$ cat src/rtl/video_pkg.sv
// Shared definitions for the video pattern source and its raster timing generator.
// Contents: FSM/mode encodings, blanking and white levels, colour-bar table,
// raster total helper and the grey-ramp level function.
package video_pkg;

    typedef enum logic {StIdle, StRun} timing_state_e;

    typedef enum logic [1:0] {
        ModeBars    = 2'd0,
        ModeGrey    = 2'd1,
        ModeChecker = 2'd2,
        ModeScroll  = 2'd3
    } pattern_mode_e;

    // 8-bit YCbCr triple; wider components are derived by left-shifting.
    typedef struct packed {
        logic [7:0] y;
        logic [7:0] cb;
        logic [7:0] cr;
    } ycc_t;

    localparam logic [7:0] BLK_Y = 8'h10;
    localparam logic [7:0] BLK_C = 8'h80;
    localparam logic [7:0] WHT_Y = 8'hEB;

    function automatic int line_total(int active, int fp, int sync, int bp);
        return active + fp + sync + bp;
    endfunction

    function automatic ycc_t colour_bar(logic [2:0] idx);
        ycc_t c;
        case (idx)
            3'd0:    c = {8'hEB, 8'h80, 8'h80}; // white
            3'd1:    c = {8'hDD, 8'h0F, 8'h8B}; // yellow
            3'd2:    c = {8'hBC, 8'h9A, 8'h0F}; // cyan
            3'd3:    c = {8'h40, 8'h66, 8'hF1}; // red
            3'd4:    c = {8'hAD, 8'h29, 8'h1A}; // green
            3'd5:    c = {8'h1F, 8'hF1, 8'h75}; // blue
            3'd6:    c = {8'h10, 8'h80, 8'h80}; // black
            default: c = {8'h4F, 8'hD7, 8'hE6}; // magenta
        endcase
        return c;
    endfunction

    // Only ever called with constant arguments, so the division folds away.
    function automatic logic [7:0] grey_level(int k, int steps);
        if (k >= steps - 1) begin
            return 8'd16;
        end
        return 8'(235 - (219 * k) / (steps - 1));
    endfunction

endpackage

$ cat src/rtl/video_timing_gen.sv
// Raster timing generator: IDLE/RUN control plus horizontal/vertical counters.
// Ports:
//   clk, rst      clock and synchronous active-high reset
//   enable        starts the raster at h=v=0; dropping it returns to IDLE next edge
//   h, v          registered pixel/line counters (held at 0 in IDLE)
//   run           registered RUN state
//   active/hsync/vsync   decoded from the counters, active-high, same cycle as h/v
//   first, last   first and last active pixel of the frame
module video_timing_gen
    import video_pkg::*;
#(
    parameter int H_ACTIVE = 640,
    parameter int H_FP     = 16,
    parameter int H_SYNC   = 96,
    parameter int H_BP     = 48,
    parameter int V_ACTIVE = 480,
    parameter int V_FP     = 10,
    parameter int V_SYNC   = 2,
    parameter int V_BP     = 33,
    localparam int H_TOTAL = line_total(H_ACTIVE, H_FP, H_SYNC, H_BP),
    localparam int V_TOTAL = line_total(V_ACTIVE, V_FP, V_SYNC, V_BP),
    localparam int HW      = $clog2(H_TOTAL + 1),
    localparam int VW      = $clog2(V_TOTAL + 1)
) (
    input  logic          clk,
    input  logic          rst,
    input  logic          enable,
    output logic [HW-1:0] h,
    output logic [VW-1:0] v,
    output logic          run,
    output logic          active,
    output logic          hsync,
    output logic          vsync,
    output logic          first,
    output logic          last
);

    localparam logic [HW-1:0] H_END    = HW'(H_TOTAL - 1);
    localparam logic [HW-1:0] H_ACT    = HW'(H_ACTIVE);
    localparam logic [HW-1:0] H_LASTA  = HW'(H_ACTIVE - 1);
    localparam logic [HW-1:0] HS_BEG   = HW'(H_ACTIVE + H_FP);
    localparam logic [HW-1:0] HS_END   = HW'(H_ACTIVE + H_FP + H_SYNC);
    localparam logic [VW-1:0] V_END    = VW'(V_TOTAL - 1);
    localparam logic [VW-1:0] V_ACT    = VW'(V_ACTIVE);
    localparam logic [VW-1:0] V_LASTA  = VW'(V_ACTIVE - 1);
    localparam logic [VW-1:0] VS_BEG   = VW'(V_ACTIVE + V_FP);
    localparam logic [VW-1:0] VS_END   = VW'(V_ACTIVE + V_FP + V_SYNC);

    timing_state_e state;

    always_ff @(posedge clk) begin
        if (rst) begin
            state <= StIdle;
            h     <= '0;
            v     <= '0;
        end else begin
            case (state)
                StIdle: begin
                    h <= '0;
                    v <= '0;
                    if (enable) state <= StRun;
                end
                default: begin
                    if (!enable) begin
                        state <= StIdle;
                        h     <= '0;
                        v     <= '0;
                    end else if (h == H_END) begin
                        h <= '0;
                        v <= (v == V_END) ? '0 : v + 1'b1;
                    end else begin
                        h <= h + 1'b1;
                    end
                end
            endcase
        end
    end

    assign run    = (state == StRun);
    assign active = run && (h < H_ACT) && (v < V_ACT);
    assign hsync  = run && (h >= HS_BEG) && (h < HS_END);
    assign vsync  = run && (v >= VS_BEG) && (v < VS_END);
    assign first  = run && (h == '0) && (v == '0);
    assign last   = run && (h == H_LASTA) && (v == V_LASTA);

endmodule

$ cat src/rtl/video_pattern_gen.sv
// HDMI test-pattern source, YCbCr 4:2:2 on a {chroma, luma} bus.
// Pipeline: stage0 counters (video_timing_gen) -> stage1 colour lookup -> stage2 pins.
// Ports:
//   i_clk, i_rst        pixel clock, synchronous active-high reset
//   i_config_ok         transmitter ready; runs the raster while high
//   i_mode              0 bars, 1 grey ramp, 2 checker, 3 scrolling bar (per frame)
//   o_hdmi_clk          pixel clock forwarded to the transmitter
//   o_hdmi_hsync/vsync  syncs, polarity set by SYNC_ACTIVE_LOW
//   o_hdmi_de           active video
//   o_hdmi_data         {chroma, luma}, 2*CW bits
//   o_frame_start       pulse with the first active pixel of a frame
//   o_frame_cnt         completed frames, cleared whenever the raster stops
module video_pattern_gen
    import video_pkg::*;
#(
    parameter int H_ACTIVE        = 640,
    parameter int H_FP            = 16,
    parameter int H_SYNC          = 96,
    parameter int H_BP            = 48,
    parameter int V_ACTIVE        = 480,
    parameter int V_FP            = 10,
    parameter int V_SYNC          = 2,
    parameter int V_BP            = 33,
    parameter int SYNC_ACTIVE_LOW = 1,
    parameter int NUM_BARS        = 8,
    parameter int CW              = 8,
    parameter int CHECK_LOG2      = 5,
    parameter int SCROLL_W        = 64,
    parameter int SCROLL_STEP     = 4
) (
    input  logic            i_clk,
    input  logic            i_rst,
    input  logic            i_config_ok,
    input  logic [1:0]      i_mode,
    output logic            o_hdmi_clk,
    output logic            o_hdmi_hsync,
    output logic            o_hdmi_vsync,
    output logic            o_hdmi_de,
    output logic [2*CW-1:0] o_hdmi_data,
    output logic            o_frame_start,
    output logic [7:0]      o_frame_cnt
);

    localparam int H_TOTAL = line_total(H_ACTIVE, H_FP, H_SYNC, H_BP);
    localparam int V_TOTAL = line_total(V_ACTIVE, V_FP, V_SYNC, V_BP);
    localparam int HW      = $clog2(H_TOTAL + 1);
    localparam int VW      = $clog2(V_TOTAL + 1);
    localparam int BAR_W   = H_ACTIVE / NUM_BARS;

    localparam logic [HW-1:0] H_END    = HW'(H_TOTAL - 1);
    localparam logic [HW-1:0] H_ACT    = HW'(H_ACTIVE);
    localparam logic [HW-1:0] BAR_LAST = HW'(BAR_W - 1);
    localparam logic [HW:0]   HA_X     = (HW + 1)'(H_ACTIVE);
    localparam logic [HW:0]   STEP_X   = (HW + 1)'(SCROLL_STEP);
    localparam logic [HW:0]   SW_X     = (HW + 1)'(SCROLL_W);
    localparam logic          SYNC_IDLE = (SYNC_ACTIVE_LOW != 0);

    function automatic logic [CW-1:0] scale(logic [7:0] c);
        return CW'(c) << (CW - 8);
    endfunction

    localparam logic [2*CW-1:0] BLANK = {scale(BLK_C), scale(BLK_Y)};

    assign o_hdmi_clk = i_clk;

    // Stage 0: raster counters
    logic [HW-1:0] h;
    logic [VW-1:0] v;
    logic          run, active, hsync, vsync, first, last;

    video_timing_gen #(
        .H_ACTIVE (H_ACTIVE),
        .H_FP     (H_FP),
        .H_SYNC   (H_SYNC),
        .H_BP     (H_BP),
        .V_ACTIVE (V_ACTIVE),
        .V_FP     (V_FP),
        .V_SYNC   (V_SYNC),
        .V_BP     (V_BP)
    ) u_timing (
        .clk    (i_clk),
        .rst    (i_rst),
        .enable (i_config_ok),
        .h      (h),
        .v      (v),
        .run    (run),
        .active (active),
        .hsync  (hsync),
        .vsync  (vsync),
        .first  (first),
        .last   (last)
    );

    // Bar index tracks h without a divider; it is valid in the same cycle as h.
    logic [HW-1:0] bar_px;
    logic [4:0]    bar_idx;

    always_ff @(posedge i_clk) begin
        if (i_rst || !run || h == H_END) begin
            bar_px  <= '0;
            bar_idx <= '0;
        end else if (h < H_ACT) begin
            if (bar_px == BAR_LAST) begin
                bar_px  <= '0;
                bar_idx <= bar_idx + 1'b1;
            end else begin
                bar_px <= bar_px + 1'b1;
            end
        end
    end

    // Mode is taken live on the first pixel so that pixel already uses it.
    pattern_mode_e frame_mode, mode;
    assign mode = first ? pattern_mode_e'(i_mode) : frame_mode;

    always_ff @(posedge i_clk) begin
        if (i_rst) frame_mode <= ModeBars;
        else       frame_mode <= mode;
    end

    // Scroll position advances on the last active pixel, ready for the next frame.
    logic [HW-1:0] pos, pos_next;
    logic [HW:0]   pos_sum, diff;
    logic          in_bar;

    always_comb begin
        pos_sum = {1'b0, pos} + STEP_X;
        if (pos_sum >= HA_X) pos_sum = pos_sum - HA_X;
        pos_next = pos_sum[HW-1:0];
        diff = (h >= pos) ? {1'b0, h} - {1'b0, pos} : {1'b0, h} + HA_X - {1'b0, pos};
        in_bar = (diff < SW_X);
    end

    always_ff @(posedge i_clk) begin
        if (i_rst || !run) pos <= '0;
        else if (last)     pos <= pos_next;
    end

    logic [7:0] grey_lut [16];
    for (genvar k = 0; k < 16; k++) begin : g_grey
        localparam logic [7:0] LEVEL = grey_level(k, NUM_BARS);
        assign grey_lut[k] = LEVEL;
    end

    ycc_t pix;
    always_comb begin
        pix = {BLK_Y, BLK_C, BLK_C};
        unique case (mode)
            ModeBars:    pix   = colour_bar(bar_idx[2:0]);
            ModeGrey:    pix.y = grey_lut[bar_idx[3:0]];
            ModeChecker: pix.y = (h[CHECK_LOG2] ^ v[CHECK_LOG2]) ? WHT_Y : BLK_Y;
            ModeScroll:  pix.y = in_bar ? WHT_Y : BLK_Y;
        endcase
    end

    // Stage 1: colour and 4:2:2 packing; odd pixels reuse the even pixel's Cr.
    logic            de1, hs1, vs1, fs1, last1, run1;
    logic [2*CW-1:0] data1;
    logic [CW-1:0]   cr_hold;

    always_ff @(posedge i_clk) begin
        if (i_rst) begin
            de1     <= 1'b0;
            hs1     <= 1'b0;
            vs1     <= 1'b0;
            fs1     <= 1'b0;
            last1   <= 1'b0;
            run1    <= 1'b0;
            data1   <= BLANK;
            cr_hold <= '0;
        end else begin
            de1   <= active;
            hs1   <= hsync;
            vs1   <= vsync;
            fs1   <= first;
            last1 <= last;
            run1  <= run;
            if (!active) begin
                data1 <= BLANK;
            end else if (h[0]) begin
                data1 <= {cr_hold, scale(pix.y)};
            end else begin
                data1   <= {scale(pix.cb), scale(pix.y)};
                cr_hold <= scale(pix.cr);
            end
        end
    end

    // Stage 2: output registers
    always_ff @(posedge i_clk) begin
        if (i_rst) begin
            o_hdmi_hsync  <= SYNC_IDLE;
            o_hdmi_vsync  <= SYNC_IDLE;
            o_hdmi_de     <= 1'b0;
            o_hdmi_data   <= BLANK;
            o_frame_start <= 1'b0;
            o_frame_cnt   <= 8'd0;
        end else begin
            o_hdmi_hsync  <= hs1 ^ SYNC_IDLE;
            o_hdmi_vsync  <= vs1 ^ SYNC_IDLE;
            o_hdmi_de     <= de1;
            o_hdmi_data   <= data1;
            o_frame_start <= fs1;
            if (!run1)      o_frame_cnt <= 8'd0;
            else if (last1) o_frame_cnt <= o_frame_cnt + 8'd1;
        end
    end

endmodule

$ cat config.mk
export PLATFORM = sky130hd
export DESIGN_NAME = video_pattern_gen
export DESIGN_NICKNAME = d
export VERILOG_FILES = /design/src/rtl/video_pkg.sv /design/src/rtl/video_timing_gen.sv /design/src/rtl/video_pattern_gen.sv
export SDC_FILE = /design/constraint.sdc
export NUM_CORES = 1
export LEC_CHECK = 0
export CAP_MARGIN = 25
export CORE_ASPECT_RATIO = 0.5
export CORE_MARGIN = 2
export CORE_UTILIZATION = 26
export DETAILED_ROUTE_END_ITERATION = 12
export DONT_BUFFER_PORTS = 1
export PLACE_DENSITY = 0.47
export SYNTH_ARGS = -nofsm -noshare
export SYNTH_HDL_FRONTEND = slang
export SYNTH_HIERARCHICAL = 1
export SYNTH_SLANG_ARGS = --single-unit
$ cat constraint.sdc
create_clock -name i_clk -period 6.6 [get_ports i_clk]
set_input_delay 1.32 -clock i_clk [delete_from_list [all_inputs] [get_ports i_clk]]
set_output_delay 1.32 -clock i_clk [all_outputs]
set_load 0.005 [all_outputs]
Word level (Yosys, flattened, before mapping)
Memories as Yosys holds them, arrays and structs flattened.
Index checks and enable logic that the tools add are counted.
Word-level totals
  register bits after elaboration: 106
  memory bits (read-only): 128
  input bits: 5
  output and inout port bits: 29
  logic and storage cells: 102
  memories kept: 1
Operators by class
  add/subtract/negate cells: 10
  magnitude comparators: 10
  equality and inequality tests: 14
  muxes and demuxes: 14
  bitwise gates (word level): 9
  reduce and logical (&&, ||, !) cells: 23
Memory list
  (name not given): depth 16, bits a word 8, rd ports 1, clocked after memory_dff 0, write ports 0, line video_pattern_gen.sv:150  | ModeGrey: pix.y = grey_lut[bar_idx[3:0]];
Operator list (count)
  one-hot mux 24 bit (7 select lines): 1
  two-way mux 16 bit: 2
  two-way mux 8 bit: 4
  one-hot mux 8 bit (4 select lines): 1
  adder 10 x 1 -> 10 bit (second input constant): 3
  == test 10 bit (second input constant): 3
  two-way mux 10 bit: 3
  zero test 10 bit: 2
  less-than comparator 10 bit (second input constant): 2
  less-than comparator 10 x 9 -> 1 bit (second input constant): 2
  adder 10 x 10 -> 11 bit (second input constant): 1
  adder 10 x 3 -> 11 bit (second input constant): 1
  greater-or-equal comparator 11 x 10 -> 1 bit (second input constant): 1
  less-than comparator 11 x 7 -> 1 bit (second input constant): 1
  two-way mux 11 bit: 1
  subtractor 10 x 10 -> 11 bit: 1
  subtractor 11 x 10 -> 11 bit: 1
  == test 10 x 7 -> 1 bit (second input constant): 1
  == test 10 x 9 -> 1 bit (second input constant): 1
  greater-or-equal comparator 10 bit: 1
  greater-or-equal comparator 10 bit (second input constant): 1
  greater-or-equal comparator 10 x 9 -> 1 bit (second input constant): 1
  logical AND 1 bit: 10
  subtractor 10 bit (second input constant): 1
  21 further kinds: 34

Longest topological paths before layout
  word-level depth: 7
  mapped depth: 13

Cells and area by module
The synthesis kept the hierarchy.
By module, submodules not included
  video_pattern_gen: instances 1, cells an instance 501, area each 4331.7 um^2, seq. area each 1621.6 um^2
  video_timing_gen: instances 1, cells an instance 144, area each 1169.9 um^2, seq. area each 420.4 um^2

==> qor.yml <==
status: "finished clean"
fill_cells: 2204
final_area_sq_um: 6040
crit_fanout: 2
multi_input_area_sq_um: 3180
chipHeight_um: 107
cts-root-buf: "clkbuf_16"
ctsResizeCount: 0
rr_worst_depth: 11
die_area_sq_um: 22400
hp-class: "flip-flop to flip-flop"
reg2reg_to: "data1[15]$_SDFF_PP1_"
pwr-share-comb: 0.028
critical_path_arrival_ps: 3300
powerDensity_nw_per_um2: 199
first_global_vias: 4233
grt_use_total: 0.125
synth_warnings: 6
num_vias: 4316
cts_sinks: 102
place.gp.congestion: 0.876
drc_errors: 0
worst_slew_pin_slew_ps: 826
hp-start: "hs1$_SDFF_PP0_"
rows: 37
netSwitchingFraction: 0.247
worstSetupEndpointType: "output pin"
grt_pass1_wl_um: 21800
ctsLongestPathBuffers: 2
syn_avg_cell_area_sq_um: 8.53
crit_path_start_kind: "clock port"
clock_latency_ps: 350
clock_skew_ps: 10.1
synth_ff_type: "dfxtp_1"
ios: 34
ys_seq_area_frac: 0.371
r2r_start: "u_timing/h[0]$_SDFF_PP0_"
seqCellArea_sq_um: 2040
hold_viol_final: 0
setup_tns_ps: 0
cp_num_cells: 0
start_util: 0.266
drv_slew: 0
dr.pass1.iters: 4
synthCells: 645
p_leak_nw: 2.15
p_int_w: 0.000904
postCtsSetupRepairBufs: 0
vias_per_cell: 4.75
antenna_found_initial: 0
synth_edf_count: 0
wl_per_cell_um: 14.3
area_growth_pct: 9.78
required_ps: 5280
finalSetupViolCount: 0
synthArstFlopShare: 0
maxSlewHeadroom: 0.433
fin_nets: 672
hold_depth: 1
yosys_register_bits: 102
crit_type: "clock port to output pin"
syn-num-nets: 688
hold_end: "o_hdmi_hsync$_SDFF_PP1_"
postCtsHoldBufs: 0
cts_htree_levels: 3
placed_cell_area_sq_um: 5730
hpwlAfterDp_um: 9510
switching_power_w: 0.000297
drt_iter0_markers: 252
port_buffers: 0
clkTransAtPathRegs_ps: 80
clkPwrFrac: 0.452
fp.dieW_um: 210
drive_above_1_share: 0.0615
final_cell_mix: "dfxtp_1 (102), nor2_1 (95), inv_1 (39)"
r2r_slack_ps: 3050
worst_ir_drop_vdd_mv: 0.104
rsz0062_at_grt: "no"
synth_cell_types: 72
cts_tree: "done"
overflow: 0
grt_max_degree: 38
pwr-share-seq: 0.520
drtAntennaViolNets: 0
syn_area_sq_um: 5500
numCtsBuffers: 9
core_sq_um: 20600
routed_wl_um: 13000
layout_commonest_cell: "dfxtp_1"
cap_violations: 0
[worst max path at each step]
stage / to / startpoint / slack [ps]
2_1_floorplan: o_hdmi_clk / i_clk / 1870
3_3_place_gp: o_hdmi_clk / i_clk / 1980
3_5_place_dp: o_hdmi_clk / i_clk / 1980
4_1_cts: o_hdmi_clk / i_clk / 1980
5_1_grt: o_hdmi_clk / i_clk / 1980
6_report: o_hdmi_clk / i_clk / 1980
[routing by layer]
metal  track usage  up-vias  wire, um
met5             0        -         0
met4        0.0496        0       249
met3        0.0390       20       713
met2         0.181       80      5250
met1         0.172     2012      6780
li1              -     2204         -
[cells by family after synthesis]
family,synth area share
AND/OR/NAND/NOR,0.255
AO/OA/AOI/OAI,0.134
flip-flops,0.371
buffers and inverters,0.0525
adder cells (fa/ha/maj),0.0932
XOR/XNOR,0.0589
multiplexers,0.0355
[power groups by stage]
stage	Combinational (W)	Sequential (W)	Clock, W
floorplan	0.0000293	0.000638	0.00000982
global placement	0.0000332	0.000640	0
detailed placement	0.0000329	0.000640	0
CTS	0.0000331	0.000625	0.000561
global route	0.0000375	0.000626	0.000587
finish	0.0000333	0.000625	0.000543
[worst reg2reg max path: cells and delay by family (launching register included)]
family / cells / cell delay (ps)
compound gates: 2 / 400
fa+ha+maj: 1 / 160
buf+inv: 1 / 150
flops: 1 / 520
mux: 1 / 770
simple gates: 6 / 1440
[stage by stage]
step	setup WS, ps	total power [W]	utilization	hold slack, ps	instances
after CTS	1980	0.00122	0.292	387	907
final	1980	0.00120	0.293	380	908
after global placement	1980	0.000673	0.277	363	891
after detailed placement	1980	0.000672	0.277	367	891
after global routing	1980	0.00125	0.292	408	907
after floorplan	1870	0.000677	-	356	645
[flip-flops by register name, indices dropped and copies added (netlist names), 2 cells and up]
name	count
bar_px	10
cr_hold	7
u_timing/h	10
frame_mode	2
pos	8
o_frame_cnt	8
u_timing/v	10
data1	16
bar_idx	4
o_hdmi_data	16
[cell usage after synthesis (5+ instances only)]
cell,count,share of area
nand2b_1,9,0.010
nor3_1,16,0.015
nand4_1,16,0.018
or3_1,9,0.010
nor4_1,12,0.014
nand3_1,13,0.012
nor2_1,95,0.065
clkbuf_1,17,0.012
and3_1,5,0.0057
buf_2,5,0.0045
o21ai_0,25,0.023
inv_1,39,0.027
o31ai_1,5,0.0068
nand2_1,36,0.025
nor2b_1,29,0.033
dfxtp_1,102,0.37
ha_1,33,0.075
fa_1,5,0.018
a21oi_1,38,0.035
mux2i_1,15,0.027
xnor2_1,22,0.035
xor2_1,15,0.024
[area by class of cell]
| cell class | instances | area share |
|---|---|---|
| sequential | 102 | 0.338 |
| multi-input combinational | 474 | 0.526 |
| clock inverter | 7 | 0.0143 |
| timing repair buffer | 2 | 0.00249 |
| antenna | 1 | 0.000414 |
| inverter | 40 | 0.0249 |
| clock buffer | 9 | 0.0373 |
| tap | 273 | 0.0566 |
No activity file was read; power rests on OpenSTA's default activity.
